===== config.mk =====
export PLATFORM = sky130hd
export DESIGN_NAME = gfx_zrenderer
export DESIGN_NICKNAME = d
export VERILOG_FILES = /design/src/rtl/gfx_zrenderer_pkg.sv /design/src/rtl/gfx_zrenderer_pixel_fifo.sv /design/src/rtl/gfx_zrenderer.sv
export SDC_FILE = /design/constraint.sdc
export NUM_CORES = 2
export LEC_CHECK = 0
export CAP_MARGIN = 10
export CORE_MARGIN = 1
export CORE_UTILIZATION = 45
export CTS_BUF_LIST = sky130_fd_sc_hd__clkbuf_16
export CTS_CLUSTER_SIZE = 14
export DETAILED_ROUTE_END_ITERATION = 16
export GPL_ROUTABILITY_DRIVEN = 0
export GPL_TIMING_DRIVEN = 0
export PLACE_DENSITY = 0.69
export SETUP_SLACK_MARGIN = 0.4
export SYNTH_ARGS = -nofsm -noshare
export SYNTH_HDL_FRONTEND = slang
export SYNTH_SLANG_ARGS = --single-unit

===== constraint.sdc =====
create_clock -name clk_i -period 9.6 [get_ports clk_i]
set_clock_uncertainty 0.05 [all_clocks]
set_input_delay 1.92 -clock clk_i [delete_from_list [all_inputs] [get_ports clk_i]]
set_output_delay 1.92 -clock clk_i [all_outputs]
set_load 0.005 [all_outputs]

===== src/rtl/gfx_zrenderer_pkg.sv =====
// Shared types for the z-buffered pixel renderer: FSM states, the FIFO entry
// and the colour-depth helpers.
package gfx_pkg;

  typedef enum logic [2:0] {IDLE, ADDR, ZREAD, CWRITE, ZWRITE} zr_state_e;

  // x/y are zero-extended from PW; depth is stored as a 16-bit lane
  typedef struct packed {
    logic [31:0] x;
    logic [31:0] y;
    logic [15:0] z;
    logic [31:0] color;
  } pix_entry_t;

  function automatic logic [2:0] bytes_per_pixel(input logic [1:0] cd);
    case (cd)
      2'b00:   return 3'd1;
      2'b01:   return 3'd2;
      default: return 3'd4;
    endcase
  endfunction

  function automatic logic [3:0] byte_mask(input logic [1:0] cd);
    case (cd)
      2'b00:   return 4'h1;
      2'b01:   return 4'h3;
      default: return 4'hF;
    endcase
  endfunction

endpackage


===== src/rtl/gfx_zrenderer_pixel_fifo.sv =====
// Pixel FIFO: power-of-two depth, extra pointer bit distinguishes full/empty.
module gfx_pixel_fifo #(
  parameter int  DEPTH = 8,
  parameter type T     = logic [7:0]
) (
  input  logic clk_i,
  input  logic rst_ni,
  input  logic push_i,
  input  T     din_i,
  input  logic pop_i,
  output T     dout_o,
  output logic full_o,
  output logic empty_o
);
  localparam int AW = $clog2(DEPTH);

  T mem [DEPTH];
  logic [AW:0] wr_ptr, rd_ptr;

  assign empty_o = (wr_ptr == rd_ptr);
  assign full_o  = (wr_ptr[AW] != rd_ptr[AW]) && (wr_ptr[AW-1:0] == rd_ptr[AW-1:0]);
  assign dout_o  = mem[rd_ptr[AW-1:0]];

  always_ff @(posedge clk_i or negedge rst_ni) begin
    if (!rst_ni) begin
      wr_ptr <= '0;
      rd_ptr <= '0;
    end else begin
      if (push_i && !full_o)  wr_ptr <= wr_ptr + (AW+1)'(1);
      if (pop_i  && !empty_o) rd_ptr <= rd_ptr + (AW+1)'(1);
    end
  end

  always_ff @(posedge clk_i)
    if (push_i && !full_o) mem[wr_ptr[AW-1:0]] <= din_i;

endmodule


===== src/rtl/gfx_zrenderer.sv =====
// Z-buffered pixel writer: FIFO-fed FSM issuing aligned colour/depth accesses.
// Optional depth test (ZREAD state) enabled by macro GFX_ZRENDERER_ZTEST_EN.
module gfx_zrenderer
  import gfx_pkg::*;
#(
  parameter int MDW = 256,
  parameter int PFD = 8,
  parameter int PW  = 16
) (
  input  logic             clk_i,
  input  logic             rst_ni,
  input  logic [31:0]      target_base_i,
  input  logic [31:0]      zbuffer_base_i,
  input  logic [PW-1:0]    target_size_x_i,
  input  logic [PW-1:0]    target_size_y_i,
  input  logic [1:0]       color_depth_i,
  input  logic             zbuffer_enable_i,
  input  logic             pix_valid_i,
  output logic             pix_ready_o,
  input  logic [PW-1:0]    pixel_x_i,
  input  logic [PW-1:0]    pixel_y_i,
  input  logic [PW-1:0]    pixel_z_i,
  input  logic [31:0]      color_i,
  output logic             mem_req_o,
  output logic             mem_we_o,
  output logic [31:0]      mem_addr_o,
  output logic [MDW/8-1:0] mem_sel_o,
  output logic [MDW-1:0]   mem_dat_o,
  input  logic [MDW-1:0]   mem_dat_i,
  input  logic             mem_ack_i,
  output logic             done_o,
  output logic             busy_o,
  output logic [15:0]      clip_cnt_o,
  output logic [15:0]      zfail_cnt_o
);
  localparam int SELW = MDW/8;
  localparam int LB   = $clog2(SELW);

  zr_state_e  state_q, state_d;
  pix_entry_t fifo_din, fifo_dout, wpix;
  logic       fifo_full, fifo_empty, fifo_pop;

  logic          zen_q;
  logic [31:0]   tbase_q, zbase_q;
  logic [PW-1:0] sx_q, sy_q;
  logic [1:0]    cdep_q;

  assign fifo_din    = '{x: 32'(pixel_x_i), y: 32'(pixel_y_i), z: 16'(pixel_z_i), color: color_i};
  assign pix_ready_o = ~fifo_full;
  assign fifo_pop    = (state_q == IDLE) && !fifo_empty;
  assign busy_o      = !fifo_empty || (state_q != IDLE);

  gfx_pixel_fifo #(.DEPTH(PFD), .T(pix_entry_t)) u_fifo (
    .clk_i   (clk_i),
    .rst_ni  (rst_ni),
    .push_i  (pix_valid_i),
    .din_i   (fifo_din),
    .pop_i   (fifo_pop),
    .dout_o  (fifo_dout),
    .full_o  (fifo_full),
    .empty_o (fifo_empty)
  );

  // Address path: offsets are computed in ADDR and kept for the later states
  logic             clipped, ack, zpass, issue;
  logic [31:0]      pix_idx, c_addr_n, z_addr_n, c_addr_q, z_addr_q, c_addr, z_addr;
  logic [SELW-1:0]  c_sel, z_sel;
  logic [31:0]      col32;
  logic [MDW-1:0]   c_dat, z_dat;
  zr_state_e        req_st;

  assign clipped  = (wpix.x >= 32'(sx_q)) || (wpix.y >= 32'(sy_q));
  assign pix_idx  = wpix.y * 32'(sx_q) + wpix.x;
  assign c_addr_n = tbase_q + pix_idx * 32'(bytes_per_pixel(cdep_q));
  assign z_addr_n = zbase_q + (pix_idx << 1);
  assign c_addr   = (state_q == ADDR) ? c_addr_n : c_addr_q;
  assign z_addr   = (state_q == ADDR) ? z_addr_n : z_addr_q;

  assign c_sel = {{(SELW-4){1'b0}}, byte_mask(cdep_q)} << c_addr[LB-1:0];
  assign z_sel = {{(SELW-2){1'b0}}, 2'b11} << z_addr[LB-1:0];
  assign col32 = (cdep_q == 2'b00) ? {4{wpix.color[7:0]}} :
                 (cdep_q == 2'b01) ? {2{wpix.color[15:0]}} : wpix.color;
  assign c_dat = {(MDW/32){col32}};
  assign z_dat = {(MDW/16){wpix.z}};

  assign ack    = mem_req_o & mem_ack_i;
  // A request state issues whenever the bus is idle; leaving ADDR issues at once
  assign issue  = !mem_req_o && ((state_q == ADDR) ? !clipped : (state_q != IDLE));
  assign req_st = (state_q == ADDR) ? state_d : state_q;

`ifdef GFX_ZRENDERER_ZTEST_EN
  assign zpass = wpix.z < mem_dat_i[{z_addr_q[LB-1:0], 3'b000} +: 16];
`else
  logic unused_rdata;
  assign zpass        = 1'b1;
  assign unused_rdata = ^mem_dat_i;
  assign zfail_cnt_o  = '0;
`endif

  always_comb begin
    state_d = state_q;
    case (state_q)
      IDLE:   if (fifo_pop) state_d = ADDR;
      ADDR: begin
        if (clipped)    state_d = IDLE;
`ifdef GFX_ZRENDERER_ZTEST_EN
        else if (zen_q) state_d = ZREAD;
`endif
        else            state_d = CWRITE;
      end
      ZREAD:  if (ack) state_d = zpass ? CWRITE : IDLE;
      CWRITE: if (ack) state_d = zen_q ? ZWRITE : IDLE;
      ZWRITE: if (ack) state_d = IDLE;
      default: state_d = IDLE;
    endcase
  end

  always_ff @(posedge clk_i or negedge rst_ni) begin
    if (!rst_ni) begin
      state_q    <= IDLE;
      wpix       <= '0;
      zen_q      <= 1'b0;
      tbase_q    <= '0;
      zbase_q    <= '0;
      sx_q       <= '0;
      sy_q       <= '0;
      cdep_q     <= '0;
      c_addr_q   <= '0;
      z_addr_q   <= '0;
      mem_req_o  <= 1'b0;
      mem_we_o   <= 1'b0;
      mem_addr_o <= '0;
      mem_sel_o  <= '0;
      mem_dat_o  <= '0;
      done_o     <= 1'b0;
      clip_cnt_o <= '0;
    end else begin
      state_q <= state_d;
      done_o  <= 1'b0;
      if (fifo_pop) begin
        wpix    <= fifo_dout;
        zen_q   <= zbuffer_enable_i;
        tbase_q <= target_base_i;
        zbase_q <= zbuffer_base_i;
        sx_q    <= target_size_x_i;
        sy_q    <= target_size_y_i;
        cdep_q  <= color_depth_i;
      end
      if (state_q == ADDR) begin
        c_addr_q <= c_addr_n;
        z_addr_q <= z_addr_n;
        if (clipped) begin
          done_o <= 1'b1;
          if (clip_cnt_o != 16'hFFFF) clip_cnt_o <= clip_cnt_o + 16'd1;
        end
      end
      if (ack && state_d == IDLE) done_o <= 1'b1;

      if (ack) mem_req_o <= 1'b0;
      else if (issue) begin
        mem_req_o <= 1'b1;
        case (req_st)
          ZREAD: begin
            mem_we_o   <= 1'b0;
            mem_addr_o <= {z_addr[31:LB], {LB{1'b0}}};
            mem_sel_o  <= z_sel;
            mem_dat_o  <= '0;
          end
          ZWRITE: begin
            mem_we_o   <= 1'b1;
            mem_addr_o <= {z_addr[31:LB], {LB{1'b0}}};
            mem_sel_o  <= z_sel;
            mem_dat_o  <= z_dat;
          end
          default: begin
            mem_we_o   <= 1'b1;
            mem_addr_o <= {c_addr[31:LB], {LB{1'b0}}};
            mem_sel_o  <= c_sel;
            mem_dat_o  <= c_dat;
          end
        endcase
      end
    end
  end

`ifdef GFX_ZRENDERER_ZTEST_EN
  logic [15:0] zfail_q;
  assign zfail_cnt_o = zfail_q;
  always_ff @(posedge clk_i or negedge rst_ni) begin
    if (!rst_ni) zfail_q <= '0;
    else if (state_q == ZREAD && ack && !zpass && zfail_q != 16'hFFFF)
      zfail_q <= zfail_q + 16'd1;
  end
`endif

endmodule


; Yosys cells after proc, flatten, opt, wreduce, memory -nomap -nowiden
; Memory sizes are Yosys's and may differ from the RTL's. A register that Yosys moved wholly into a read port is not among the register bits.
; Index checks and enable logic that the tools add are counted.
[word_totals]
register_bits = 577
latchBits = 0
ram_bits = 640
rom_bits = 0
input_bits = 439
out_inout_bits = 357
wordCells = 94
n_memories = 1
[op_classes]
n_addsub = 6
multipliers = 2
n_div = 0
n_lt_le_gt_ge = 2
eq_ne = 11
n_shift = 2
muxes = 26
bitwise_logic = 3
n_reduce_logical = 21
[memory_table]
columns = memory, depth, word_bits, rd, rd_ports_with_merged_regs, wr, line
row1 = u_fifo.mem, 8, 80, 1, 1, 1, gfx_zrenderer_pixel_fifo.sv:17  ; T mem [DEPTH];
[ops]
columns = cell, n
row1 = 256-bit one-hot mux with 2 select lines, 1
row2 = 32-bit two-way mux, 6
row3 = 32-bit adder, 3
row4 = 32-bit by 16-bit >= comparator with 1-bit output, 2
row5 = 32-bit by 16-bit multiplier with 32-bit output, 1
row6 = 32-bit by 3-bit multiplier with 32-bit output, 1
row7 = 2-bit by 5-bit left shift with 32-bit output (first input constant), 1
row8 = 4-bit by 5-bit left shift with 32-bit output, 1
row9 = 3-bit two-way mux, 6
row10 = 16-bit by 1-bit adder with 16-bit output (second input constant), 1
row11 = 16-bit != test (second input constant), 1
row12 = 3-bit one-hot mux with 5 select lines, 1
row13 = 3-bit by 2-bit == test with 1-bit output (second input constant), 3
row14 = 1-bit two-way mux, 9
row15 = 4-bit by 1-bit adder with 4-bit output (second input constant), 2
row16 = 4-bit one-hot mux with 2 select lines, 1
row17 = 3-bit == test (second input constant), 2
row18 = 1-bit logical AND, 6
row19 = 3-bit logical NOT, 2
row20 = 3-bit one-hot mux with 2 select lines, 1
row21 = 1-bit logical NOT, 5
row22 = 4-bit == test, 1
row23 = 3-bit by 1-bit == test with 1-bit output (second input constant), 1
row24 = 3-bit == test, 1
row25 = other kinds (12), 14

; Longest topological paths before layout
[logic_depth]
word_depth = 9
depth_mapped = 40
mapped_depth_nobuf = 37

; Cells and area by module
; A second synthesis with hierarchy kept.
[hier_totals]
cells_unflattened = 5262
hier_area_um2 = 71008.1
[modules_own_cells]
columns = module, instances, cells_each, area_per_inst_um2, seq_area_each_um2
row1 = gfx_zrenderer, 1, 3908, 35967.0, 9709.3
row2 = gfx_pixel_fifo, 1, 1354, 35041.1, 27106.0

; Least setup slack after synthesis
; Ideal clock, no wire load.
[synth_timing]
path_type = reg-to-reg
start = reg wpix[53] (netlist name)
end = reg mem_addr_o[24]
setup_ns = 0.132
t_arrival_ns = 8.819
required_time_ns = 9.418
path_slack_ns = 0.599
path_stages_with_launch = 38
path_buffers = 2
synth_period_minus_slack_ns = 9.001
path_cell_list = dfrtp_1 -> clkbuf_1 -> and2_1 -> fa_1 -> inv_1 -> fa_1 -> fa_1 -> fa_1 -> inv_1 -> fa_1 -> inv_1 -> fa_1 -> inv_1 -> ha_1 -> a21o_1 -> or3_1 -> a31oi_2 -> o31ai_1 -> (+2 left out) -> a2111o_1 -> a21oi_1 -> nor3b_1 -> fa_1 -> inv_1 -> fa_1 -> inv_1 -> ha_1 -> clkbuf_1 -> nand4_1 -> inv_1 -> and3_1 -> o211ai_1 -> a31oi_1 -> o21ai_0 -> and4_1 -> a2111oi_0 -> o31ai_1
[synth_between]
elab_chain_cells = 8
word_cells_on_any_way = 20
classes_between = 3 x add/sub / 2 x mul / 1 x order compare / 2 x eq/ne / 7 x mux / 5 x reduce/logical
[synth_lines]
columns = element, line
row1 = branches (longest 8 deep; another with 32-bit by 16-bit multiplier with 32-bit output), -
row2 = "end signal, assigned", gfx_zrenderer.sv:165  ; mem_addr_o <= {z_addr[31:LB], {LB{1'b0}}};
row3 = "end signal, assigned", gfx_zrenderer.sv:171  ; mem_addr_o <= {z_addr[31:LB], {LB{1'b0}}};
row4 = "end signal, assigned", gfx_zrenderer.sv:177  ; mem_addr_o <= {c_addr[31:LB], {LB{1'b0}}};
row5 = "end, declared", gfx_zrenderer.sv:26  ; output logic [31:0] mem_addr_o,
; Parallel ways; which one is timed is not known.
; A chain may end at the register's enable or synchronous reset.

; Final worst setup path
[layout_timing]
start = reg wpix[53] (netlist name)
end = reg mem_addr_o[24]
[layout_between]
elab_chain_cells = 8
word_cells_on_any_way = 20
classes_between = 3 x add/sub / 2 x mul / 1 x order compare / 2 x eq/ne / 7 x mux / 5 x reduce/logical
[layout_lines]
columns = element
row1 = branches (longest 8 deep; another with 32-bit by 16-bit multiplier with 32-bit output)
; Parallel ways; which one is timed is not known.

==> summary.txt <==
Place
  • Final HPWL DP: 125000 um
  • Buffers on Ports: 518
  • Place WS: -1060 ps
  • DP Area: 0.0640 sq mm

STA
  • Final Hold Fails: 0
  • Setup violators final: 0
  • Slew HR: 28.0%
  • Crit path setup slack, layout: 399 ps
  • WHS: 426 ps
  • Final Max Slew Viols: 0
  • Final worst path period share: 95.8%
  • Shortest period the worst path allows: 9200 ps
  • RSZ-0062 raised after global routing: true
  • Sum Neg Setup Slack: 0 ps
  • Worst slew pin tran: 1080 ps
  • Max Freq: 109 MHz

Layout
  • Final #Nets: 6259
  • Final instance area: 0.0686 sq mm
  • Share of cells above drive strength 1: 16.0%
  • Layout Area Growth over Synthesis: 22.9%

Clocking
  • Clock tree buffer depth: 3
  • Clock tree sinks: 1004
  • Worst-path clk slew: 60 ps
  • H-tree depth: 3
  • CTS tree: done
  • Root buf cell: clkbuf_16
  • Worst-Skew Late Latency: 730 ps
  • Post-CTS Hold Buffers: 0
  • Inserted Clock Buffers: 103

Die
  • Die X: 354 um
  • Num rows: 128
  • Initial Utilization: 45.6%
  • Core Box Area: 0.122 sq mm
  • DIE AREA: 0.125 sq mm
  • Die outline height: 354 um
  • I/O Pins: 796

Setup path
  • Reg-to-reg endpoint: mem_addr_o[24]
  • Critical-path top delay cell: fa_1
  • Largest delay contributor family on the critical path: adder cells
  • Worst r2r src: wpix[53]
  • Register-to-Register Path Depth: 37
  • Crit path depth: 37
  • Crit Path Class: flop to flop
  • Crit path DAT: 9730 ps
  • Most Frequent Cell on Critical Path: fa_1
  • Worst-path fanout max: 4
  • R2R setup slack: 400 ps
  • Element type at the critical path start: flop
  • Slowest Stage Delay on Critical Path: 530 ps
  • CP Buf/Inv Count: 9
  • Critical path required time: 10130 ps
  • Critical Path End Type: flop

Global route
  • Initial antenna violation count: 22
  • GR Overflow Total: 0
  • First-pass GRT wire length: 245000 um
  • Largest net degree at the start of global routing: 108
  • Gr usage total: 26.3%
  • Vias in the first global route: 38802

Min path
  • Worst hold start: c_addr_q[22]
  • Hold path cells: 2
  • Hold EP: c_addr_q[22]
  • Type of the most critical hold path: flop to flop

Synthesis
  • Seq/Total Area, Yosys: 50.7%
  • Synth warn: 0
  • Post-synth EDFFs: 640
  • Top post-synthesis cells by area: edfxtp_1, dfrtp_1, fa_1
  • Leading register cell type out of synthesis: edfxtp_1
  • Synth Instances: 4594
  • Mean post-synth cell area: 12.2 sq um
  • Syn Std Cell Area: 0.0558 sq mm
  • Synth Register Bits: 1004
  • Cell with the most instances after synthesis: nand2_1
  • Cell taking the most area after synthesis: edfxtp_1
  • Synth cell count leaders: nand2_1, edfxtp_1, inv_1, dfrtp_1, fa_1
  • Unique masters post-synth: 93
  • Top-area cell type share of the netlist area: 34.4%
  • Post-synth ARST share: 36.3%

Detailed routing
  • Via count: 38352
  • DR iter-0 viols: 3904
  • Wire length per cell: 23.5 um
  • Drt via density: 5.43
  • TritonRoute pass-1 iters: 8
  • DRC: 0
  • Total Wirelength: 166000 um
  • Antenna-violating nets left: 0

Status
  • Status: completed

Job
  • Maxcap violations: 0
-- through the flow --
stage / instances / utilization, %
2_1_floorplan: 4614 / -
6_report: 7064 / 56.0
4_1_cts: 7028 / 55.7
5_1_grt: 7059 / 56.0
3_5_place_dp: 6801 / 52.3
3_3_place_gp: 6757 / 51.6
-- cells by family after synthesis --
kind of cell | count (synthesis) | share of synthesized area (%)
mux | 288 | 8.78
compound gates | 651 | 7.53
simple gates | 1132 | 8.98
flops | 1004 | 50.7
xor+xnor | 92 | 1.46
other cells | 1 | 0.00672
fa+ha+maj | 476 | 14.3
buf+inv | 950 | 8.19
-- layer usage --
metal	vias to the layer above	GRT usage (%)	share of wire, %
met3	329	5.41	8.7
met1	19151	36.7	42
met4	18	8.87	3.4
met5	-	0	0.070
li1	17112	-	-
met2	1742	41.0	46
-- sequential cells by signal, indices dropped and copies added, names as in the netlist, 2 cells and up --
register       count
u_fifo.rd_ptr      4
clip_cnt_o        16
u_fifo.wr_ptr      4
tbase_q           32
mem_dat_o         32
u_fifo.mem       640
c_addr_q          32
cdep_q             2
mem_sel_o         32
sx_q              16
mem_addr_o        27
sy_q              16
zbase_q           32
state_q            3
z_addr_q          32
wpix              80
-- cell type report --
cell class                      count  area (sq um)
Antenna cell                        9          22.5
Fill cell                       10058         53800
Sequential cell                  1004         28400
Buffer                            444          2890
Multi-Input combinational cell   2660         23500
Clock inverter                     88           851
Inverter                          506          1900
Timing Repair Buffer              625          6450
Clock buffer                      103          2580
Tap cell                         1625          2030
-- worst register-to-register path, delay by kind of cell, from the launching register on --
kind | cells | cell delay [ps]
adders and majority gates | 10 | 4420
AOI/OAI and AO/OA | 12 | 2420
and+or+nand+nor | 6 | 1090
buffers and inverters | 9 | 640
DFF | 1 | 460
-- timing repair --
action                     4_1_cts  5_1_grt
setup endpoints to repair       33       24
cloned                           0        0
buffers inserted                36       26
pin swaps                       26       22
gates resized for setup        149       60
-- layout by cell type (no fill, tap or decap), types with 40 or more instances in the layout --
cell,netlist,final
clkdlybuf4s50_1,0,517
buf_4,249,308
clkbuf_16,0,104
xnor2_1,49,42
edfxtp_1,640,640
a21o_1,47,47
fa_1,270,265
o21ai_0,252,240
mux4_2,160,160
o21a_1,48,47
a21oi_1,97,91
nand2_1,663,663
dfrtp_1,364,341
nor2_1,157,150
xor2_1,42,40
mux2i_1,115,114
ha_1,206,198
clkbuf_1,146,112
and2_1,132,126
inv_1,505,518
-- how the worst max path moves through the flow --
stage | start | end | slack (ps)
3_3_place_gp | rst_ni | mem_dat_o[250] | -9850
5_1_grt | sx_q[1] | mem_addr_o[24] | 80
3_5_place_dp | wpix[53] | mem_addr_o[24] | -1060
4_1_cts | sx_q[4] | mem_addr_o[28] | 410
2_1_floorplan | wpix[53] | mem_addr_o[24] | 600
6_report | wpix[53] | mem_addr_o[24] | 400
Power is not shown: default switching activity piles up to over one toggle a cycle in this logic, so the estimate is an artifact.
